File: src/rtl/wb_stage_pipe.sv
// Registered RV32I write-back stage: five-source select, load alignment/extension,
// variable-latency load wait, flush, and a forwarding view of the register-file write.
module wb_stage_pipe #(
    parameter int XLEN    = 32,
    parameter int RA_W    = 5,
    parameter int WBSEL_W = 3
) (
    input  logic               clk,
    input  logic               rst,
    input  logic               in_valid,
    output logic               in_ready,
    input  logic [WBSEL_W-1:0] in_wb_sel,
    input  logic               in_reg_write,
    input  logic [RA_W-1:0]    in_rd,
    input  logic [2:0]         in_funct3,
    input  logic [1:0]         in_addr_lo,
    input  logic [XLEN-1:0]    in_alu_result,
    input  logic [XLEN-1:0]    in_pc_plus4,
    input  logic [XLEN-1:0]    in_imm,
    input  logic [XLEN-1:0]    in_csr_rdata,
    input  logic               mem_rvalid,
    input  logic [31:0]        mem_rdata,
    input  logic               flush,
    output logic               rf_we,
    output logic [RA_W-1:0]    rf_waddr,
    output logic [XLEN-1:0]    rf_wdata,
    output logic               busy,
    output logic [RA_W-1:0]    pend_rd,
    output logic               fwd_valid,
    output logic [RA_W-1:0]    fwd_rd,
    output logic [XLEN-1:0]    fwd_data
);

    localparam logic [WBSEL_W-1:0] SEL_ALU = WBSEL_W'(0);
    localparam logic [WBSEL_W-1:0] SEL_MEM = WBSEL_W'(1);
    localparam logic [WBSEL_W-1:0] SEL_PC4 = WBSEL_W'(2);
    localparam logic [WBSEL_W-1:0] SEL_IMM = WBSEL_W'(3);
    localparam logic [WBSEL_W-1:0] SEL_CSR = WBSEL_W'(4);

    typedef enum logic {
        ST_IDLE      = 1'b0,
        ST_LOAD_WAIT = 1'b1
    } state_t;

    state_t            r_state;
    state_t            w_state_next;

    logic              r_rf_we;
    logic [RA_W-1:0]   r_rf_waddr;
    logic [XLEN-1:0]   r_rf_wdata;

    logic              r_ld_we;
    logic [RA_W-1:0]   r_ld_rd;
    logic [2:0]        r_ld_funct3;
    logic [1:0]        r_ld_addr_lo;

    logic              w_accept;
    logic              w_is_mem;
    logic              w_complete_now;
    logic              w_load_done;
    logic [2:0]        w_al_funct3;
    logic [1:0]        w_al_addr_lo;
    logic [7:0]        w_bytes [4];
    logic [7:0]        w_byte;
    logic [15:0]       w_half;
    logic [XLEN-1:0]   w_aligned;
    logic [XLEN-1:0]   w_sel_data;

    assign w_is_mem       = (in_wb_sel == SEL_MEM);
    assign w_accept       = (r_state == ST_IDLE) && in_valid && !flush;
    assign w_complete_now = w_accept && (!w_is_mem || mem_rvalid);
    assign w_load_done    = (r_state == ST_LOAD_WAIT) && mem_rvalid && !flush;

    // ------------------------------------------------------------------
    // FSM: state register / next-state / outputs
    // ------------------------------------------------------------------
    always_ff @(posedge clk or posedge rst) begin
        if (rst) begin
            r_state <= ST_IDLE;
        end else begin
            r_state <= w_state_next;
        end
    end

    always_comb begin
        w_state_next = r_state;
        case (r_state)
            ST_IDLE: begin
                if (w_accept && w_is_mem && !mem_rvalid) begin
                    w_state_next = ST_LOAD_WAIT;
                end
            end
            ST_LOAD_WAIT: begin
                if (flush || mem_rvalid) begin
                    w_state_next = ST_IDLE;
                end
            end
            default: w_state_next = ST_IDLE;
        endcase
    end

    always_comb begin
        in_ready = 1'b0;
        busy     = 1'b0;
        pend_rd  = '0;
        case (r_state)
            ST_IDLE: begin
                in_ready = 1'b1;
            end
            ST_LOAD_WAIT: begin
                busy    = 1'b1;
                pend_rd = r_ld_rd;
            end
            default: begin
                in_ready = 1'b0;
            end
        endcase
    end

    // ------------------------------------------------------------------
    // Load alignment: one aligner serves both the 0-wait path (live
    // control) and the waited path (latched control).
    // ------------------------------------------------------------------
    assign w_al_funct3  = (r_state == ST_LOAD_WAIT) ? r_ld_funct3  : in_funct3;
    assign w_al_addr_lo = (r_state == ST_LOAD_WAIT) ? r_ld_addr_lo : in_addr_lo;

    generate
        for (genvar gi = 0; gi < 4; gi++) begin : g_byte_lane
            assign w_bytes[gi] = mem_rdata[8*gi +: 8];
        end
    endgenerate

    assign w_byte = w_bytes[w_al_addr_lo];
    assign w_half = w_al_addr_lo[1] ? mem_rdata[31:16] : mem_rdata[15:0];

    always_comb begin
        w_aligned = XLEN'($signed(mem_rdata));
        case (w_al_funct3)
            3'b000:  w_aligned = XLEN'($signed(w_byte));
            3'b100:  w_aligned = XLEN'(w_byte);
            3'b001:  w_aligned = XLEN'($signed(w_half));
            3'b101:  w_aligned = XLEN'(w_half);
            default: w_aligned = XLEN'($signed(mem_rdata));
        endcase
    end

    always_comb begin
        w_sel_data = in_alu_result;
        case (in_wb_sel)
            SEL_ALU: w_sel_data = in_alu_result;
            SEL_MEM: w_sel_data = w_aligned;
            SEL_PC4: w_sel_data = in_pc_plus4;
            SEL_IMM: w_sel_data = in_imm;
            SEL_CSR: w_sel_data = in_csr_rdata;
            default: w_sel_data = in_alu_result;
        endcase
    end

    // ------------------------------------------------------------------
    // Latched control of an outstanding load
    // ------------------------------------------------------------------
    always_ff @(posedge clk or posedge rst) begin
        if (rst) begin
            r_ld_we      <= 1'b0;
            r_ld_rd      <= '0;
            r_ld_funct3  <= '0;
            r_ld_addr_lo <= '0;
        end else if (w_accept && w_is_mem && !mem_rvalid) begin
            r_ld_we      <= in_reg_write;
            r_ld_rd      <= in_rd;
            r_ld_funct3  <= in_funct3;
            r_ld_addr_lo <= in_addr_lo;
        end
    end

    // ------------------------------------------------------------------
    // Register-file write port; rf_we is a single-cycle pulse, address
    // and data hold between writes.
    // ------------------------------------------------------------------
    always_ff @(posedge clk or posedge rst) begin
        if (rst) begin
            r_rf_we    <= 1'b0;
            r_rf_waddr <= '0;
            r_rf_wdata <= '0;
        end else begin
            r_rf_we <= 1'b0;
            if (w_complete_now) begin
                r_rf_we    <= in_reg_write && (in_rd != '0);
                r_rf_waddr <= in_rd;
                r_rf_wdata <= w_sel_data;
            end else if (w_load_done) begin
                r_rf_we    <= r_ld_we && (r_ld_rd != '0);
                r_rf_waddr <= r_ld_rd;
                r_rf_wdata <= w_aligned;
            end
        end
    end

    assign rf_we     = r_rf_we;
    assign rf_waddr  = r_rf_waddr;
    assign rf_wdata  = r_rf_wdata;
    assign fwd_valid = r_rf_we;
    assign fwd_rd    = r_rf_waddr;
    assign fwd_data  = r_rf_wdata;

endmodule
File: config.mk
export PLATFORM = sky130hd
export DESIGN_NAME = wb_stage_pipe
export DESIGN_NICKNAME = d
export VERILOG_FILES = /design/src/rtl/wb_stage_pipe.sv
export SDC_FILE = /design/constraint.sdc
export NUM_CORES = 1
export LEC_CHECK = 0
export BUFFER_PORTS_ARGS = -buffer_cell sky130_fd_sc_hd__buf_2
export CAP_MARGIN = 0
export CORE_UTILIZATION = 44
export DETAILED_ROUTE_END_ITERATION = 10
export PLACE_DENSITY_LB_ADDON = 0.25
export SLEW_MARGIN = 0
export SYNTH_ARGS = -nofsm -noshare
export SYNTH_HDL_FRONTEND = slang
export SYNTH_SLANG_ARGS = --single-unit
File: constraint.sdc
create_clock -name clk -period 2.6 [get_ports clk]
set_input_delay 0.78 -clock clk [delete_from_list [all_inputs] [get_ports clk]]
set_output_delay 0.78 -clock clk [all_outputs]
set_load 0.02 [all_outputs]
==> results.sh, run 1 <==
export IMPL_post_drt_via_cell_ratio=5.85
export IMPL_grt_setup_unrepaired="false"
export IMPL_layout_cells_most_common_list="sky130_fd_sc_hd__buf_2 (261), sky130_fd_sc_hd__nand3_1 (60), sky130_fd_sc_hd__dfrtp_1 (50)"
export IMPL_critical_path_slowest_cell="sky130_fd_sc_hd__dfrtp_1"
export IMPL_floorplan_initialDensity=0.460
export IMPL_postSynthCellCount=471
export IMPL_crit_path_start_kind="register"
export IMPL_num_vias=4787
export IMPL_synthesis_area_sq_mm=0.00432
export IMPL_synth_compound_gate_area_share=0.230
export IMPL_synthMuxAreaShare=0.181
export IMPL_final_hold_violation_count=0
export IMPL_die_area_sq_mm=0.0102
export IMPL_insertion_delay_ns=0.31
export IMPL_globalplace_congestion=0.856
export IMPL_core_area_sq_mm=0.00937
export IMPL_final_max_slew_violation_count=0
export IMPL_combinational_family_with_the_most_area_after_synthesis="compound AO/OA/AOI/OAI gates"
export IMPL_vertical_die_dimension_um=101
export IMPL_wire_length_of_the_first_global_routing_pass_um=24200
export IMPL_synthesis_yosys_warnings=0
export IMPL_antenna_found_initial=1
export IMPL_track_usage=0.310
export IMPL_holdBufCountCts=0
export IMPL_relSlewSlack=0.304
export IMPL_critPathRequiredTime_ns=2.84
export IMPL_worst_path_dominant_cell_family="compound AO/OA/AOI/OAI gates"
export IMPL_detailed_place_hpwl_um=12500
export IMPL_multiInputGateArea_sq_mm=0.00258
export IMPL_port_buffer_count=261
export IMPL_edff_count_synth=0
export IMPL_syn_mean_instance_area_sq_um=9.16
export IMPL_fin_skew_ns=0.00413
export IMPL_timing_critical_path_buf_inv=2
export IMPL_clock_tree_buffer_depth=2
export IMPL_setup_violations_final=0
export IMPL_yosys_cell_types_count=54
export IMPL_floorplan_io_pins=262
export IMPL_synth_nets=650
export IMPL_ir_drop_mv=0.326
export IMPL_fmaxAchievable_mhz=414
export IMPL_totalNegativeSetupSlack_ns=0
export IMPL_synth_fa_ha_area_frac=0
export IMPL_drt_pass1_iterations=7
export IMPL_most_prevalent_standard_cell_on_the_critical_path="sky130_fd_sc_hd__buf_4"
export IMPL_outcome="finished, final reports clean"
export IMPL_timing_max_cap_violations=0
export IMPL_dieWidth_um=101
export IMPL_postSynthRegisterBits=50
export IMPL_finalNetCount=866
export IMPL_worst_endpoint_arrival_ns=2.66
export IMPL_finalWorstPathRequiredPeriod_ns=2.41
export IMPL_utilization=0.603
export IMPL_tritoncts="yes"
export IMPL_synth_simple_gate_area_share=0.179
export IMPL_asyncSetResetFlopFracSynth=1.00
export IMPL_clock_sink_count=50
export IMPL_drt_antenna_violating_nets=0
export IMPL_post_cts_setup_buffer_count=0
export IMPL_total_number_of_h_tree_levels=2
export IMPL_rows=35
export IMPL_hold_path_class="register to register"
export IMPL_cell_at_the_root_of_the_clock_tree="sky130_fd_sc_hd__clkbuf_8"
export IMPL_postRouteWirelength_um=16000
export IMPL_sequential_fraction_of_the_synthesis_area=0.290
export IMPL_grt_ovfl_total=0
export IMPL_timing_worst_setup_path_type="register to register"
export IMPL_worstPathCellList="buf_4 > mux2i_1 > buf_4 > nand3_1 > o221ai_2 > o221ai_1 > a21oi_1"
export IMPL_most_common_cell_after_layout_fill_and_taps_aside="sky130_fd_sc_hd__buf_2"
export IMPL_power_leakage_nw=2.79
export IMPL_detail_route_wl_per_cell_um=19.5
export IMPL_cts_repair_resize_count=0
export IMPL_layout_drive_gt1_share=0.525
export IMPL_cp_slowest_stage_delay_ns=0.69
export IMPL_number_of_global_route_vias_before_repair=4543
export IMPL_grt_start_max_net_pins=38
export IMPL_fin_crit_sh=0.928
export IMPL_sequential_cell_area_sq_mm=0.00125
export IMPL_flow_area_growth_from_synthesis_pct=30.9
export IMPL_cts_made_buffers=5
export IMPL_synth_ff_type="sky130_fd_sc_hd__dfrtp_1"
export IMPL_worst_setup_hold_path_clk_slew_ns=0.10
export IMPL_crit_path_end_kind="register"
export IMPL_pwr_density_cell_mw_per_mm2=527
export IMPL_synth_xor_area_share=0.00203
export IMPL_critical_path_max_fanout=14
export IMPL_reg2reg_slack_ns=0.19
export IMPL_detailedRoute_firstIterationViolations=342
export IMPL_drcViolationCount=0
export IMPL_worst_slew_pin_transition_ns=1.04
export IMPL_fillCellCount=870
## cell usage after synthesis (2+ instances only)
cell type | number | area, sq um
sky130_fd_sc_hd__a211oi_1 | 4 | 30.0
sky130_fd_sc_hd__a21o_1 | 2 | 15.0
sky130_fd_sc_hd__a21oi_1 | 10 | 50.1
sky130_fd_sc_hd__a221o_1 | 3 | 30.0
sky130_fd_sc_hd__a221oi_1 | 6 | 52.6
sky130_fd_sc_hd__a222oi_1 | 24 | 240
sky130_fd_sc_hd__a22oi_1 | 5 | 37.5
sky130_fd_sc_hd__a31oi_1 | 4 | 25.0
sky130_fd_sc_hd__a32oi_1 | 4 | 35.0
sky130_fd_sc_hd__and2_1 | 7 | 43.8
sky130_fd_sc_hd__buf_1 | 3 | 11.3
sky130_fd_sc_hd__buf_12 | 2 | 40.0
sky130_fd_sc_hd__buf_2 | 8 | 40.0
sky130_fd_sc_hd__buf_4 | 38 | 285
sky130_fd_sc_hd__buf_6 | 2 | 22.5
sky130_fd_sc_hd__clkbuf_1 | 25 | 93.8
sky130_fd_sc_hd__dfrtp_1 | 50 | 1250
sky130_fd_sc_hd__inv_1 | 4 | 15.0
sky130_fd_sc_hd__mux2_2 | 44 | 495
sky130_fd_sc_hd__mux2i_1 | 26 | 260
sky130_fd_sc_hd__nand2_1 | 12 | 45.0
sky130_fd_sc_hd__nand2b_1 | 10 | 62.6
sky130_fd_sc_hd__nand3_1 | 60 | 300
sky130_fd_sc_hd__nand3_2 | 10 | 100
sky130_fd_sc_hd__nand3b_1 | 2 | 15.0
sky130_fd_sc_hd__nor2_1 | 21 | 78.8
sky130_fd_sc_hd__nor2b_1 | 2 | 12.5
sky130_fd_sc_hd__nor3_1 | 3 | 15.0
sky130_fd_sc_hd__nor3b_1 | 2 | 15.0
sky130_fd_sc_hd__o211ai_1 | 5 | 37.5
sky130_fd_sc_hd__o21a_1 | 21 | 158
sky130_fd_sc_hd__o21ai_0 | 21 | 105
sky130_fd_sc_hd__o221ai_1 | 8 | 70.1
sky130_fd_sc_hd__o22ai_1 | 2 | 12.5
sky130_fd_sc_hd__or4_1 | 2 | 15.0
## per-layer routing
layer / GRT usage / part of all wire / vias to the layer above
met3: 0.0506 / 0.070 / 44
met5: 0 / 0 / -
met1: 0.392 / 0.40 / 2276
met2: 0.521 / 0.49 / 251
li1: - / - / 2216
met4: 0.134 / 0.038 / 0
## state kept, by name (all words and copies together) (netlist names)
name	count
fwd_data	32
fwd_rd	5
r_ld_funct3	3
r_state	1
fwd_valid	1
r_ld_addr_lo	2
r_ld_we	1
r_ld_rd	5
## final timing paths
path | start | cells after the start | end
min in group asynchronous | rst | 2 | fwd_data[16]
max | r_state | 7 | fwd_data[14]
max reg2reg | r_state | 7 | fwd_data[14]
max in group asynchronous | rst | 3 | fwd_rd[3]
min reg2reg | fwd_rd[0] | 2 | fwd_rd[0]
min | fwd_rd[0] | 2 | fwd_rd[0]
## tightest hold or removal path, delay by kind of cell, from the launching register on
| family | cells | cell delay, ns |
|---|---|---|
| AND/OR/NAND/NOR | 2 | 0.11 |
| flip-flops | 1 | 0.36 |
## per-stage QoR
step           hold WS [ns]  power [mW]  setup WS, ns  std cells  instance area (sq um)
2_1_floorplan         0.480        2.01         0.212        471                   4320
3_3_place_gp          0.475        2.38       -0.0824        809                   5520
3_5_place_dp          0.477        2.41        -0.223        809                   5520
4_1_cts               0.502        2.99         0.111        817                   5640
5_1_grt               0.541        3.15       0.00456        818                   5650
6_report              0.495        2.98         0.186        818                   5650
## report_power, final
group / internal (mW) / switching [mW] / total (mW)
Sequential: 0.928 / 0.141 / 1.07
Clock: 0.287 / 0.284 / 0.571
Combinational: 0.549 / 0.787 / 1.34
## layout make-up
| type | instances | area share |
|---|---|---|
| antenna | 1 | 0.000443 |
| clock buffer | 5 | 0.0122 |
| clock inverter | 3 | 0.00797 |
| inverter | 4 | 0.00266 |
| multi-input combinational | 339 | 0.457 |
| sequential | 50 | 0.221 |
| tap | 129 | 0.0286 |
| timing repair buffer | 287 | 0.270 |
## kinds of logic after synthesis
family | Yosys count
DFF | 50
xor gates and xnor gates | 1
and+or+nand+nor | 138
muxes | 72
buffers and inverters | 82
AOI/OAI and AO/OA | 128
No activity file was read; power rests on OpenSTA's default activity.
==> inputs of run 2 (changes only) <==
--- a/config.mk
+++ b/config.mk
@@ -7,8 +7,10 @@
 export LEC_CHECK = 0
 export BUFFER_PORTS_ARGS = -buffer_cell sky130_fd_sc_hd__buf_2
 export CAP_MARGIN = 0
-export CORE_UTILIZATION = 44
+export CORE_AREA = 2 2 101 103
+export CTS_BUF_LIST = sky130_fd_sc_hd__clkbuf_8
 export DETAILED_ROUTE_END_ITERATION = 10
+export DIE_AREA = 0 0 103 105
 export PLACE_DENSITY_LB_ADDON = 0.25
 export SLEW_MARGIN = 0
 export SYNTH_ARGS = -nofsm -noshare
==> results.sh, run 2 (same netlist as run 1, synthesis figures left out) <==
export IMPL_outcome="finished, final reports clean"
export IMPL_num_vias=4665
export IMPL_grt_setup_unrepaired="false"
export IMPL_number_of_global_route_vias_before_repair=4635
export IMPL_power_leakage_nw=2.78
export IMPL_floorplan_initialDensity=0.448
export IMPL_overall_power_consumption_mw=2.98
export IMPL_dieWidth_um=103
export IMPL_die_area_sq_mm=0.0108
export IMPL_timing_max_cap_violations=0
export IMPL_cell_at_the_root_of_the_clock_tree="sky130_fd_sc_hd__clkbuf_8"
export IMPL_fin_crit_sh=0.934
export IMPL_grt_start_max_net_pins=46
export IMPL_detailed_place_hpwl_um=12500
export IMPL_fin_skew_ns=0.0105
export IMPL_critPathRequiredTime_ns=2.84
export IMPL_place_inst=810
export IMPL_drt_pass1_iterations=8
export IMPL_port_buffer_count=261
export IMPL_fin_area_sq_mm=0.00562
export IMPL_floorplan_io_pins=262
export IMPL_holdBufCountCts=0
export IMPL_fmaxAchievable_mhz=412
export IMPL_rows=36
export IMPL_cts_repair_resize_count=0
export IMPL_hold_ws_ns=0.506
export IMPL_relSlewSlack=0.250
export IMPL_pwr_density_cell_mw_per_mm2=530
export IMPL_clock_tree_buffer_depth=2
export IMPL_vertical_die_dimension_um=105
export IMPL_finalNetCount=863
export IMPL_cts_made_buffers=5
export IMPL_post_cts_setup_buffer_count=0
export IMPL_most_common_cell_after_layout_fill_and_taps_aside="sky130_fd_sc_hd__buf_2"
export IMPL_largest_register_ff_count=32
export IMPL_core_area_sq_mm=0.00964
export IMPL_timing_worst_setup_path_type="register to register"
export IMPL_finalWorstPathRequiredPeriod_ns=2.43
export IMPL_final_cells=819
export IMPL_drcViolationCount=0
export IMPL_worst_endpoint_arrival_ns=2.66
export IMPL_setup_violations_final=0
export IMPL_crit_path_end_kind="register"
export IMPL_flow_area_growth_from_synthesis_pct=30.3
export IMPL_worst_slew_pin_transition_ns=1.12
export IMPL_clock_sink_count=50
export IMPL_crit_path_start_kind="register"
export IMPL_grt_ovfl_total=0
export IMPL_drt_antenna_violating_nets=0
export IMPL_wire_length_of_the_first_global_routing_pass_um=23700
export IMPL_layout_drive_gt1_share=0.523
export IMPL_placed_cell_area_sq_mm=0.00551
export IMPL_worst_setup_hold_path_clk_slew_ns=0.11
export IMPL_post_drt_via_cell_ratio=5.70
export IMPL_critical_path_max_fanout=19
export IMPL_postRouteWirelength_um=15500
export IMPL_final_hold_violation_count=0
export IMPL_detail_route_wl_per_cell_um=19.0
export IMPL_total_number_of_h_tree_levels=2
export IMPL_antenna_found_initial=2
export IMPL_layout_cells_most_common_list="sky130_fd_sc_hd__buf_2 (261), sky130_fd_sc_hd__nand3_1 (60), sky130_fd_sc_hd__dfrtp_1 (50)"
export IMPL_hold_path_class="register to register"
export IMPL_track_usage=0.280
export IMPL_ir_drop_mv=0.250
export IMPL_insertion_delay_ns=0.32
export IMPL_globalplace_congestion=0.915
export IMPL_tritoncts="yes"
export IMPL_detailedRoute_firstIterationViolations=352
export IMPL_final_max_slew_violation_count=0
==> run 2: cell count changes in the layout (fill, tap and decap cells not counted), sizes merged <==
cell / before / now
buf: 287 / 284
inv: 4 / 6
clkinvlp: 2 / 0
==> run 2: worst max-delay path, cell delays in order (launching register included) <==
cell	delay, ns
sky130_fd_sc_hd__dfrtp_1	0.79
sky130_fd_sc_hd__buf_4	0.29
sky130_fd_sc_hd__mux2i_1	0.30
sky130_fd_sc_hd__nand3_1	0.13
sky130_fd_sc_hd__o221ai_2	0.37
sky130_fd_sc_hd__o221ai_1	0.25
sky130_fd_sc_hd__a21oi_1	0.22
==> run 2: routing by layer <==
layer  vias to the layer above  GRT usage  routed length [um]  part of all wire
met1                      2232      0.351                6240              0.40
li1                       2204          -                   -                 -
met4                         2     0.0733                 300             0.019
met2                       202      0.466                7630              0.49
met5                         -          0                  13           0.00084
met3                        25     0.0809                1360             0.087
==> run 2: final cells by class <==
type	count	area, sq um
clock buffers	5	68.8
well taps	133	166
inverters	4	15.0
flip-flops and latches	50	1250
fillers	924	4020
clock inverters	3	47.5
repair buffers	284	1500
multi-input cells	339	2570
diodes	1	2.50
==> run 2: path summary, 6_finish.rpt <==
kind	slack (ns)	startpoint	cells after the start	endpoint
setup / recovery	0.17	r_state	6	fwd_data[11]
hold / removal	0.51	fwd_rd[4]	2	fwd_rd[4]
setup reg to reg	0.17	r_state	6	fwd_data[11]
hold reg to reg	0.51	fwd_rd[4]	2	fwd_rd[4]
max in group asynchronous	1.51	rst	3	fwd_data[28]
min in group asynchronous	0.52	rst	2	fwd_data[16]
==> run 2: stage by stage <==
step,TNS (ns),util,setup WS [ns]
floorplan,0,-,0.212
CTS,0,0.583,0.208
finish,0,0.583,0.172
global placement,-0.0329,0.571,-0.0117
global route,0,0.583,0.00703
detailed placement,-0.400,0.571,-0.0823
==> run 2: power by group <==
part / switching, mW / internal (mW) / leakage [nW]
Clock: 0.299 / 0.294 / 0.0592
Sequential: 0.144 / 0.928 / 0.603
Combinational: 0.769 / 0.546 / 2.11
